**src/rtl/rr_src_sched_8ch.sv**
```systemverilog
// Eight single-entry channel buffers with a round-robin grant.
// slot0..7 and sel feed a downstream 8:1 byte mux.
module rr_src_sched_8ch (
  input  logic       clk,
  input  logic       rst_n,
  input  logic       wr_en,
  input  logic [2:0] wr_ch,
  input  logic [7:0] wr_data,
  output logic       wr_err,
  input  logic       out_ready,
  output logic       out_valid,
  output logic [2:0] sel,
  output logic [7:0] slot0,
  output logic [7:0] slot1,
  output logic [7:0] slot2,
  output logic [7:0] slot3,
  output logic [7:0] slot4,
  output logic [7:0] slot5,
  output logic [7:0] slot6,
  output logic [7:0] slot7,
  output logic [7:0] pending
);

  typedef enum logic {
    IDLE,
    GRANT
  } state_t;

  state_t     state_q;
  state_t     state_d;
  logic [2:0] sel_q;
  logic [2:0] sel_d;
  logic [2:0] last_q;
  logic [2:0] last_d;
  logic [7:0] pend_q;
  logic [7:0] pend_d;
  logic [7:0] slot_q [8];
  logic       wr_err_q;
  logic       wr_err_d;

  logic       hs;
  logic       wr_ok;
  logic [7:0] sel_oh;
  logic [7:0] wr_oh;
  logic [7:0] mask;
  logic [2:0] base;
  logic [2:0] pick;
  logic       any;

  assign out_valid = (state_q == GRANT);
  assign hs        = out_valid & out_ready;
  assign sel_oh    = 8'b1 << sel_q;
  assign wr_oh     = 8'b1 << wr_ch;

  // A pending channel may only be rewritten as it is being consumed.
  assign wr_ok = wr_en &
                 (~|(pend_q & wr_oh) |
                  (hs & (wr_ch == sel_q)));

  // Same-cycle writes are invisible to the arbiter.
  assign mask = pend_q & ~(hs ? sel_oh : 8'h00);
  assign base = (state_q == GRANT) ? sel_q : last_q;
  assign any  = |mask;

  // Downward scan so the nearest channel after base wins.
  always_comb begin
    pick = base;
    for (int i = 8; i >= 1; i--) begin
      if (mask[base + 3'(i)]) pick = base + 3'(i);
    end
  end

  always_comb begin
    state_d = state_q;
    sel_d   = sel_q;
    last_d  = last_q;
    unique case (state_q)
      IDLE: begin
        if (any) begin
          state_d = GRANT;
          sel_d   = pick;
        end
      end
      GRANT: begin
        if (hs) begin
          last_d = sel_q;
          if (any) sel_d = pick;
          else state_d = IDLE;
        end
      end
      default: ;
    endcase
  end

  assign pend_d = (pend_q & ~(hs ? sel_oh : 8'h00)) |
                  (wr_ok ? wr_oh : 8'h00);
  assign wr_err_d = wr_en & ~wr_ok;

  always_ff @(posedge clk) begin
    if (!rst_n) begin
      state_q  <= IDLE;
      sel_q    <= 3'd0;
      last_q   <= 3'd7;
      pend_q   <= 8'h00;
      wr_err_q <= 1'b0;
      for (int i = 0; i < 8; i++) slot_q[i] <= 8'h00;
    end else begin
      state_q  <= state_d;
      sel_q    <= sel_d;
      last_q   <= last_d;
      pend_q   <= pend_d;
      wr_err_q <= wr_err_d;
      if (wr_ok) slot_q[wr_ch] <= wr_data;
    end
  end

  assign sel     = sel_q;
  assign pending = pend_q;
  assign wr_err  = wr_err_q;
  assign slot0   = slot_q[0];
  assign slot1   = slot_q[1];
  assign slot2   = slot_q[2];
  assign slot3   = slot_q[3];
  assign slot4   = slot_q[4];
  assign slot5   = slot_q[5];
  assign slot6   = slot_q[6];
  assign slot7   = slot_q[7];

endmodule

```
**config.mk**
```make
export PLATFORM = sky130hd
export DESIGN_NAME = rr_src_sched_8ch
export DESIGN_NICKNAME = d
export VERILOG_FILES = /design/src/rtl/rr_src_sched_8ch.sv
export SDC_FILE = /design/constraint.sdc
export NUM_CORES = 1
export LEC_CHECK = 0
export CORE_AREA = 2 2 96 98
export CTS_CLUSTER_DIAMETER = 80
export DETAILED_ROUTE_END_ITERATION = 7
export DIE_AREA = 0 0 98 100
export DONT_BUFFER_PORTS = 1
export HOLD_SLACK_MARGIN = 0.1
export MAX_ROUTING_LAYER = met4
export PLACE_DENSITY = 0.64
export RECOVER_POWER = 25
export SETUP_SLACK_MARGIN = 0.2
export SLEW_MARGIN = 20
export SYNTH_ARGS = -nofsm -noshare
export SYNTH_HDL_FRONTEND = slang
export SYNTH_SLANG_ARGS = --single-unit
```
**constraint.sdc**
```tcl
create_clock -name clk -period 5.2 [get_ports clk]
set_clock_uncertainty 0.1 [all_clocks]
set_input_delay 1.04 -clock clk [delete_from_list [all_inputs] [get_ports clk]]
set_output_delay 1.04 -clock clk [all_outputs]
set_load 0.02 [all_outputs]
```
Word-level counts from Yosys, hierarchy flattened
Memory sizes are Yosys's and may differ from the RTL's.
Index checks and enable logic that the tools add are counted.
Cells by class
  reductions and logical operators: 5
  muxes and demuxes: 37
  $mul: 0
  $lt $le $gt $ge: 7
  add/subtract/negate cells: 7
  divide/modulo/power cells: 0
  shifts and indexed selects: 2
  bitwise logic cells: 11
  equal/unequal tests: 2
Operators by type and width (count)
  two-way mux 3 bit: 11
  less-than comparator 3 x 4 -> 1 bit (second input constant): 7
  two-way mux 8 bit: 3
  OR reduction 8 bit: 3
  binary-select mux 1 bit (select 3 bit): 7
  bitwise AND 8 bit: 2
  left shift 1 x 3 -> 8 bit (first input constant): 2
  two-way mux 1 bit: 14
  adder 3 bit (second input constant): 4
  inverter 8 bit: 1
  OR 8 bit: 1
  adder 3 x 2 -> 3 bit (second input constant): 2
  one-hot mux 3 bit (2 select lines): 1
  bitwise AND 1 bit: 4
  adder 3 x 1 -> 3 bit (second input constant): 1
  == test 3 bit: 1
  inequality test 2 x 1 -> 1 bit (second input constant): 1
  inverter 1 bit: 2
  one-hot mux 1 bit (2 select lines): 1
  AND reduction 2 bit: 1
  zero test 1 bit: 1
  OR 1 bit: 1
Storage, ports and cells
  memories kept: 1
  output and inout bits: 77
  memory bits (read-only): 0
  register bits: 16
  bits in latches: 0
  input bits: 15
  RAM bits: 64
  word-level logic and storage cells: 77
Memory list
  slot_q: words 8, width 8, read ports 8, clocked after Yosys merged registers in 0, wr ports 8, RTL line 37  | logic [7:0] slot_q [8];

Logic depth before layout (Yosys ltp)
Gate-level depths: netlist of run 1.
  word-level depth: 16
  mapped depth: 12
  gate-level depth less buffers: 10

Least setup slack after synthesis of run 1
Ideal clock, no wire load.
  kind: input -> register
  start: input wr_ch[2]
  end: memory slot_q[4][0], enable pin
  arrival: 2.812 ns
  required time: 4.765 ns
  slack: 1.954 ns
  stages on the path: 7
  buffers on the path: 1
  setup time: 0.335 ns
  path through: clkbuf_1 xor2_1 nor4_1 a21oi_1 nor3b_1 nor3b_1 nand2b_1
RTL lines
  from (decl): RTL line 7  | input logic [2:0] wr_ch,
  to (decl): RTL line 37

Worst setup path after layout of run 1
  start: register state_q, in the netlist out_valid
  end: register sel_q[0], in the netlist sel[0]
Between the ends
  longest elaborated chain between the ends: 16
  elaborated cells between the ends (all ways): 39
  classes of those cells: add/sub (7); eq/ne (1); mux (26); bitwise (4); reduce/logical (1)
RTL lines
  from (decl): RTL line 29  | state_t state_q;
  from (signal assigned): RTL line 108  | state_q <= state_d;
  branches (longest 16 deep; another with adder 3 bit)
  to (signal assigned): RTL line 109  | sel_q <= sel_d;
  to (decl): RTL line 31  | logic [2:0] sel_q;
Several ways; the timed one is not identified. The select of a mux whose other input is x is not followed.
A chain may end at the register's enable or synchronous reset.

==> results_dict.tcl, run 1 <==
set metrics [dict create \
    p_leak_nw 1.64 \
    die_area_um2 9800 \
    vias_per_cell 6.00 \
    slew_headroom_pct 53.3 \
    cts_resized 0 \
    clk_latency_ns 0.36 \
    synth_nets 370 \
    routed_wl_um 9850 \
    finish.instance_area_um2 4350 \
    fillers 790 \
    synth-main-ff-cell "edfxtp_1" \
    drv_cap 0 \
    worstSetupStartpointType "register" \
    yosysWarnings 0 \
    antenna_left 0 \
    worst_pin_slew_ns 0.685 \
    grt_pass1_wl_um 15200 \
    synth_seq_cells 80 \
    ir_drop_mv 0.144 \
    routedWlPerCell_um 21.2 \
    dr_total_vias 2785 \
    ys_types 52 \
    grt_max_degree 24 \
    fin_setup_tns_ns 0 \
    first_pass_iters 4 \
    status "finished, final reports clean" \
    setup_viol 0 \
    place_inst 448 \
    fin_cells 464 \
    hold_class "reg2reg" \
    power_mw 1.58 \
    core_region_area_um2 8890 \
    clk_pin_slew_ns 0.09 \
    cts_root_buffer "clkbuf_8" \
    synthArstFlopShare_pct 0 \
    finalHoldViolCount 0 \
    yosysTopAreaCellShare_pct 47.1 \
    pre_cts_ws_ns 1.54 \
    cts_tree "built" \
    synthCells 353 \
    setup_ws_ns 1.50 \
    synth_edf_count 64 \
    die_y_um 100 \
    fin_util_pct 49.0 \
    initial_core_util_pct 45.9 \
    drive_gt1_share_pct 10.5 \
    antenna_found_initial 0 \
    clock_path_buffers 2 \
    h-tree-depth 3 \
    crit_fanout 12 \
    post_dp_cell_area_um2 4150 \
    nNetsFinal 365 \
    hpwlAfterDp_um 7030 \
    avgSynthCellArea_um2 11.6 \
    diodes 0 \
    powerDensity_nw_per_um2 363 \
    endpoint_kind "register" \
    rsz0062_at_grt "false" \
    min_period_over_period_pct 71.2 \
    grt_pass1_vias 2618 \
    post-cts-setup-buffers 0 \
    synth_area_leaders "edfxtp_1 47%, and2_1 9.8%, dfxtp_1 7.9%" \
    path_class "reg2reg" \
    syn_area_um2 4080 \
    yosysSeqAreaShare_pct 55.0 \
    io_buffers 0 \
    io_pins 92 \
    fp.dieW_um 98 \
    synth_top_area_cell "edfxtp_1" \
    overflow 0 \
    crit_arrival_ns 3.83 \
    first_iter_violations 124 \
    required_ns 5.32 \
    routabilityCongestion 0.934 \
    holdWs_ns 0.412 \
    drcViolationCount 0 \
    synth_commonest_cells "64 x and2_1, 64 x edfxtp_1, 21 x nor2_1" \
    finalMaxSlewViolations 0 \
    fin_crit_ns 3.70 \
    rows 35 \
    numCtsBuffers 9 \
    cts_hold_buf 0 \
    track_usage_pct 20.9 \
    area_delta_synth_final_pct 6.75 \
    fmaxAchievable_mhz 270 \
    cts_sinks 80 \
]
final cells by class:
class                      instances  area [um^2]  area share, %
clock buffer                       9          124           2.85
clock inverter                     7         83.8           1.93
inverter                          11         46.3           1.06
multi-input combinational        242         1690           38.8
sequential                        80         2240           51.5
tap                              111          139           3.19
timing repair buffer               4         30.0          0.690
flip-flops by register name (all words and copies together), names as in the netlist:
signal and flops:
slot_q 64, sel 3, wr_err 1, pending 8
out_valid 1, last_q 3
routing by layer:
metal  vias to the layer above  routed length, um  GRT usage [%]
met3                        13                833           6.89
met5                         -                  0              -
met1                      1364               4120           26.2
li1                       1267                  -              -
met4                         0                148           6.62
met2                       141               4750           32.6
where the power goes:
part | leakage, nW | total, mW | switching, mW | internal, mW
combinational | 0.740 | 0.295 | 0.173 | 0.122
clock | 0.103 | 0.492 | 0.261 | 0.231
sequential | 0.799 | 0.794 | 0.0717 | 0.723
total | 1.64 | 1.58 | 0.506 | 1.08
cells by family after synthesis:
kind of cell    after synthesis  share of synthesized area [%]
simple gates                143                           19.7
flops                        80                           55.0
compound gates               62                           10.4
buf+inv                      31                           3.62
mux                          29                           9.24
xor+xnor                      6                           1.47
fa+ha+maj                     2                          0.614
path summary, 6_finish.rpt:
path / startpoint / end / slack (ns) / depth (start not counted)
worst min register to register: last_q[0]$_SDFFE_PN1P_ / last_q[0]$_SDFFE_PN1P_ / 0.41 / 2
worst min-delay path: last_q[0]$_SDFFE_PN1P_ / last_q[0]$_SDFFE_PN1P_ / 0.41 / 2
worst max register to register: out_valid$_SDFF_PN0_ / sel[0]$_SDFFE_PN0P_ / 1.50 / 10
worst max-delay path: out_valid$_SDFF_PN0_ / sel[0]$_SDFFE_PN0P_ / 1.50 / 10
worst max-delay path: stages (launching register included):
cell     delay (ns)
dfxtp_1        0.75
mux2i_4        0.73
inv_6          0.11
ha_1           0.25
xnor2_1        0.54
mux4_2         0.44
nand2_1        0.09
a31oi_1        0.05
o31ai_2        0.29
xnor2_1        0.14
a21oi_1        0.08
placed cells by master, fill, tap and decap left out, drive strengths merged, types with 2 or more instances in the layout:
cell	n
a31o	4
buf	4
ha	2
o21ai	13
mux2	6
clkbuf	9
dfxtp	16
nor3b	4
a31oi	4
xnor2	3
a21o	2
and3	5
edfxtp	64
xor2	3
a211oi	3
nand3b	2
o22ai	2
and2	64
mux4	4
o211ai	4
nor3	5
o21a	2
mux2i	19
nand2b	12
o221ai	2
nand2	16
nand3	8
o21bai	4
a22oi	2
a21oi	11
and3b	4
nor2	21
inv	15
Note: power is estimated with default switching activity, not from simulation.
==> run 2: changes to the inputs <==
--- a/config.mk
+++ b/config.mk
@@ -5,14 +5,15 @@
 export SDC_FILE = /design/constraint.sdc
 export NUM_CORES = 1
 export LEC_CHECK = 0
-export CORE_AREA = 2 2 96 98
+export ABC_AREA = 1
+export CORE_AREA = 2 2 91 93
 export CTS_CLUSTER_DIAMETER = 80
 export DETAILED_ROUTE_END_ITERATION = 7
-export DIE_AREA = 0 0 98 100
+export DIE_AREA = 0 0 93 95
 export DONT_BUFFER_PORTS = 1
 export HOLD_SLACK_MARGIN = 0.1
 export MAX_ROUTING_LAYER = met4
-export PLACE_DENSITY = 0.64
+export PLACE_DENSITY = 0.67
 export RECOVER_POWER = 25
 export SETUP_SLACK_MARGIN = 0.2
 export SLEW_MARGIN = 20
==> constraint.sdc (replaced) <==
create_clock -name clk -period 3.1 [get_ports clk]
set_clock_uncertainty 0.1 [all_clocks]
set_input_delay 0.62 -clock clk [delete_from_list [all_inputs] [get_ports clk]]
set_output_delay 0.62 -clock clk [all_outputs]
set_load 0.02 [all_outputs]
==> run 2 against run 1 <==
Net effect: clock-buffer cell count is the same; via count grew 3.2%; sequential power grew 66%; final cell count grew 12%; largest cell class unchanged.
==> results_dict.tcl, run 2 <==
set metrics [dict create \
    io_pins 92 \
    largest_reg_flops 64 \
    vias_per_cell 5.53 \
    regMostFlops "slot_q" \
    routedWlPerCell_um 17.0 \
    clock_path_buffers 2 \
    routabilityCongestion 0.867 \
    ys_types 27 \
    synth_top_area_cell "edfxtp_1" \
    h-tree-depth 3 \
    most-common-layout-cells "92 x nand2_1, 72 x nor2_1, 64 x edfxtp_1, 49 x nand3_1, 33 x inv_1" \
    io_buffers 0 \
    hpwlAfterDp_um 6650 \
    ir_drop_mv 0.316 \
    fp.dieW_um 93 \
    first_iter_violations 147 \
    yosysWarnings 0 \
    worstSetupStartpointType "register" \
    post-cts-setup-buffers 0 \
    p_leak_nw 1.76 \
    setup_viol 0 \
    cts_sinks 80 \
    synthCells 397 \
    hold_class "in2reg" \
    synth_compound_area_share_pct 5.66 \
    layout_commonest_cell "nand2_1" \
    fmaxAchievable_mhz 373 \
    crit_start "out_valid$_SDFF_PN0_" \
    dr_total_vias 2874 \
    grt_pass1_wl_um 13800 \
    avgSynthCellArea_um2 9.31 \
    cts_root_buffer "clkbuf_8" \
    grt_max_degree 23 \
    post_dp_cell_area_um2 3850 \
    fillers 768 \
    cts_tree "built" \
    fin_setup_tns_ns 0 \
    endpoint_kind "register" \
    initial_core_util_pct 46.6 \
    numCtsBuffers 9 \
    grt_pass1_vias 2625 \
    drcViolationCount 0 \
    first_pass_iters 5 \
    fin_crit_ns 2.68 \
    ff2ff_setup_slack_ns 0.42 \
    reg2reg_depth 17 \
    nNetsFinal 427 \
    synth_xor_area_share_pct 0.677 \
    r2r-start "out_valid$_SDFF_PN0_" \
    required_ns 3.25 \
    routed_wl_um 8830 \
    antenna_left 0 \
    crit_arrival_ns 2.83 \
    synth_edf_count 64 \
    fin_util_pct 51.0 \
    clk_pin_slew_ns 0.08 \
    power_mw 2.78 \
    synth-main-ff-cell "edfxtp_1" \
    drive_gt1_share_pct 9.64 \
    slew_headroom_pct 62.7 \
    r2r-end "sel[0]$_SDFFE_PN0P_" \
    antenna_found_initial 0 \
    die_y_um 95 \
    clk_latency_ns 0.34 \
    overflow 0 \
    synth_nets 414 \
    min_period_over_period_pct 86.5 \
    powerDensity_nw_per_um2 687 \
    synthArstFlopShare_pct 0 \
    crit_path_end "sel[0]$_SDFFE_PN0P_" \
    worst_pin_slew_ns 0.558 \
    diodes 0 \
    track_usage_pct 21.0 \
    finalHoldViolCount 0 \
    yosysMostFrequentCell "nand2_1" \
    crit_fanout 10 \
    synth_mux_area_share_pct 0 \
    synthAdderAreaFrac_pct 0.677 \
    syn_area_um2 3690 \
    area_delta_synth_final_pct 9.41 \
    path_class "reg2reg" \
    core_region_area_um2 7930 \
    die_area_um2 8840 \
    synth_top_family_by_area "simple AND/OR/NAND/NOR gates" \
    synth_seq_cells 80 \
    finalMaxSlewViolations 0 \
    yosysSeqAreaShare_pct 60.7 \
    yosysTopAreaCellShare_pct 52.0 \
    finish.instance_area_um2 4040 \
    synth_area_leaders "edfxtp_1 52%, nand2_1 9.3%, dfxtp_1 8.7%" \
    synthSimpleGateAreaFrac_pct 28.2 \
    status "finished, final reports clean" \
    synth_commonest_cells "92 x nand2_1, 71 x nor2_1, 64 x edfxtp_1" \
    drv_cap 0 \
    rsz0062_at_grt "false" \
    rows 33 \
]
-- run 2: how the worst min path moves through the flow --
stage | start | endpoint | slack (ns) | depth (start not counted)
floorplan | last_q[2]$_SDFFE_PN1P_ | last_q[2]$_SDFFE_PN1P_ | 0.33 | 2
global placement | last_q[2]$_SDFFE_PN1P_ | last_q[2]$_SDFFE_PN1P_ | 0.36 | 2
detailed placement | last_q[2]$_SDFFE_PN1P_ | last_q[2]$_SDFFE_PN1P_ | 0.36 | 2
CTS | rst_n | last_q[2]$_SDFFE_PN1P_ | 0.24 | 1
global route | rst_n | last_q[2]$_SDFFE_PN1P_ | 0.25 | 1
finish | rst_n | last_q[2]$_SDFFE_PN1P_ | 0.26 | 1
-- run 2: cells by family (layout without fill, tap and decap cells) --
| group | after synthesis | count (layout) |
|---|---|---|
| buffers and inverters | 39 | 57 |
| and+or+nand+nor | 240 | 240 |
| adders and majority gates | 2 | 2 |
| DFF | 80 | 80 |
| xor gates and xnor gates | 2 | 2 |
| AOI/OAI and AO/OA | 34 | 34 |
-- run 2: what timing repair did --
action                                  4_1_cts  5_1_grt
endpoints found under the setup margin        0        2
hold buffers                                  0        0
gates resized for setup                       0        1
-- run 2: power by group --
group / switching [mW] / internal, mW
combinational: 0.467 / 0.213
sequential: 0.0961 / 1.22
clock: 0.399 / 0.381
-- run 2: routing by layer --
| layer | global-route usage, % | vias to the layer above | wire length [um] |
|---|---|---|---|
| li1 | - | 1359 | - |
| met1 | 26.9 | 1354 | 3760 |
| met2 | 33.6 | 155 | 4120 |
| met3 | 6.86 | 6 | 894 |
| met4 | 3.19 | 0 | 48 |
| met5 | - | - | 0 |
-- run 2: metrics by stage --
step	hold WS, ns	cells	worst slack, ns
CTS	0.244	520	0.443
floorplan	0.330	397	0.661
global placement	0.356	504	0.512
global route	0.248	520	0.195
detailed placement	0.362	504	0.457
finish	0.255	520	0.418
-- run 2: layout make-up --
class                   instances  area, um^2  share of cell area (%)
multi-input cells             278        1290                    32.0
clock inverters                 7        77.6                    1.92
repair buffers                  5        37.5                   0.929
flip-flops and latches         80        2240                    55.5
inverters                      36         135                    3.34
clock buffers                   9         124                    3.06
well taps                     105         131                    3.25
-- run 2: critical path, stage by stage, from the launching register on --
cell and delay, ns:
dfxtp_1 0.56, inv_2 0.09, nand2_1 0.10, nand2_2 0.13
ha_1 0.45, inv_1 0.16, nand3_1 0.15, nand3_1 0.13
nand2_1 0.15, inv_1 0.05, o21ai_1 0.07, nand2_1 0.06
nand2_1 0.06, nand2_1 0.07, nand3_1 0.07, nand3_1 0.08
nand2_1 0.07, inv_1 0.03
==> run 3: changes to the inputs <==
--- a/config.mk
+++ b/config.mk
@@ -13,7 +13,7 @@
 export DONT_BUFFER_PORTS = 1
 export HOLD_SLACK_MARGIN = 0.1
 export MAX_ROUTING_LAYER = met4
-export PLACE_DENSITY = 0.67
+export PLACE_DENSITY = 0.65
 export RECOVER_POWER = 25
 export SETUP_SLACK_MARGIN = 0.2
 export SLEW_MARGIN = 20
==> constraint.sdc (replaced) <==
create_clock -name clk -period 2.7 [get_ports clk]
set_clock_uncertainty 0.1 [all_clocks]
set_input_delay 0.54 -clock clk [delete_from_list [all_inputs] [get_ports clk]]
set_output_delay 0.54 -clock clk [all_outputs]
set_load 0.02 [all_outputs]
==> run 3 against run 2 <==
Net effect: via count down 0.59%; first-iteration DRC count up 31%; combinational power up 17%; maximum frequency up 16%; die area unchanged; core utilization up 1.2 points; critical path depth down 7; global-route usage up 1.5 points; sequential share of layout area down 1.0 points; sequential cell count unchanged; critical path type unchanged.
==> results_dict.tcl, run 3 (same netlist as run 2, synthesis figures left out) <==
set metrics [dict create \
    status "finished, final reports clean" \
    p_leak_nw 1.79 \
    hpwlAfterDp_um 6760 \
    finalMaxSlewViolations 0 \
    crit_fanout 9 \
    io_buffers 0 \
    worst_pin_slew_ns 0.502 \
    grt_pass1_vias 2822 \
    regMostFlops "slot_q" \
    required_ns 2.85 \
    fin_util_pct 52.1 \
    path_cells "nand2_4 > clkbuf_1 > nor2_4 > a21boi_0 > nor4_1 > a21oi_1 > inv_1 > a21oi_1 > nand2_1 > inv_1" \
    fin_cells 530 \
    cts_root_buffer "clkbuf_8" \
    numCtsBuffers 9 \
    drcViolationCount 0 \
    antenna_left 0 \
    fmaxAchievable_mhz 431 \
    routed_wl_um 9240 \
    fin_crit_ns 2.32 \
    dr_total_vias 2857 \
    nNetsFinal 437 \
    overflow 0 \
    power_mw 3.20 \
    clock_path_buffers 2 \
    fp.dieW_um 93 \
    ir_drop_mv 0.376 \
    grt_max_degree 23 \
    slew_headroom_pct 66.2 \
    clk_latency_ns 0.35 \
    most-common-layout-cells "91 x nand2_1, 71 x nor2_1, 64 x edfxtp_1, 47 x nand3_1, 33 x inv_1" \
    largest_reg_flops 64 \
    worstSetupStartpointType "register" \
    routabilityCongestion 0.885 \
    vias_per_cell 5.39 \
    initial_core_util_pct 46.6 \
    finalHoldViolCount 0 \
    die_area_um2 8840 \
    cts_sinks 80 \
    crit_arrival_ns 2.47 \
    drv_cap 0 \
    cts_tree "built" \
    worst-path-buf-inv 3 \
    grt_pass1_wl_um 14400 \
    area_delta_synth_final_pct 11.9 \
    rsz0062_at_grt "false" \
    path_class "reg2reg" \
    rows 33 \
    setup_ws_ns 0.378 \
    max_stage_delay_ns 0.50 \
    die_y_um 95 \
    first_pass_iters 5 \
    h-tree-depth 3 \
    drive_gt1_share_pct 12.9 \
    first_iter_violations 193 \
    clk_pin_slew_ns 0.08 \
    hold_class "in2reg" \
    path_delay_family "simple AND/OR/NAND/NOR gates" \
    core_region_area_um2 7930 \
    fin_setup_tns_ns 0 \
    min_period_over_period_pct 86.0 \
    place_inst 513 \
    layout_commonest_cell "nand2_1" \
    antenna_found_initial 0 \
    diodes 0 \
    pre_cts_ws_ns 0.132 \
    endpoint_kind "register" \
    setup_viol 0 \
    io_pins 92 \
    track_usage_pct 22.5 \
    powerDensity_nw_per_um2 774 \
    routedWlPerCell_um 17.4 \
    slowest_stage "nor4_1" \
]
[run 3: changes by cell type in the layout (fill, tap and decap cells not counted), sizes merged]
cell / previous run / this run
buf: 5 / 14
clkbuf: 9 / 11
clkinv: 2 / 4
inv: 39 / 36
[run 3: worst paths after layout]
| check | startpoint | cells after the start | slack [ns] | endpoint |
|---|---|---|---|---|
| worst max-delay path | out_valid$_SDFF_PN0_ | 10 | 0.38 | sel[0]$_SDFFE_PN0P_ |
| worst min register to register | last_q[0]$_SDFFE_PN1P_ | 2 | 0.38 | last_q[0]$_SDFFE_PN1P_ |
| worst max register to register | out_valid$_SDFF_PN0_ | 10 | 0.38 | sel[0]$_SDFFE_PN0P_ |
| worst min-delay path | rst_n | 1 | 0.16 | last_q[2]$_SDFFE_PN1P_ |
[run 3: power by group]
group          total (mW)  internal [mW]  switching (mW)  leakage [nW]
Combinational       0.798          0.258           0.540         0.916
Sequential           1.54           1.41           0.130         0.785
Clock               0.862          0.423           0.439        0.0937
[run 3: layout make-up]
class,instances,area [um^2]
Clock inverter,6,60.1
Sequential cell,80,2250
Multi-Input combinational cell,278,1320
Inverter,36,138
Timing Repair Buffer,15,109
Fill cell,773,3790
Tap cell,105,131
Clock buffer,10,128
[run 3: repair_timing]
action	4_1_cts	5_1_grt
setup buffers	0	1
resized for setup	2	9
setup endpoints to repair	3	3
hold buffers	0	0
[run 3: per-stage QoR]
step	hold slack, ns	instance area [um^2]
global placement	0.359	3920
finish	0.162	4130
detailed placement	0.369	3920
global route	0.147	4130
floorplan	0.330	3690
CTS	0.146	4110
[run 3: metal layers]
layer  share of wire (%)  vias up  GRT usage [%]
met5                   0        -              -
met4                 1.3        0           6.99
met3                 8.9        9           6.30
met2                  48      126           36.5
met1                  42     1344           27.5
li1                    -     1378              -
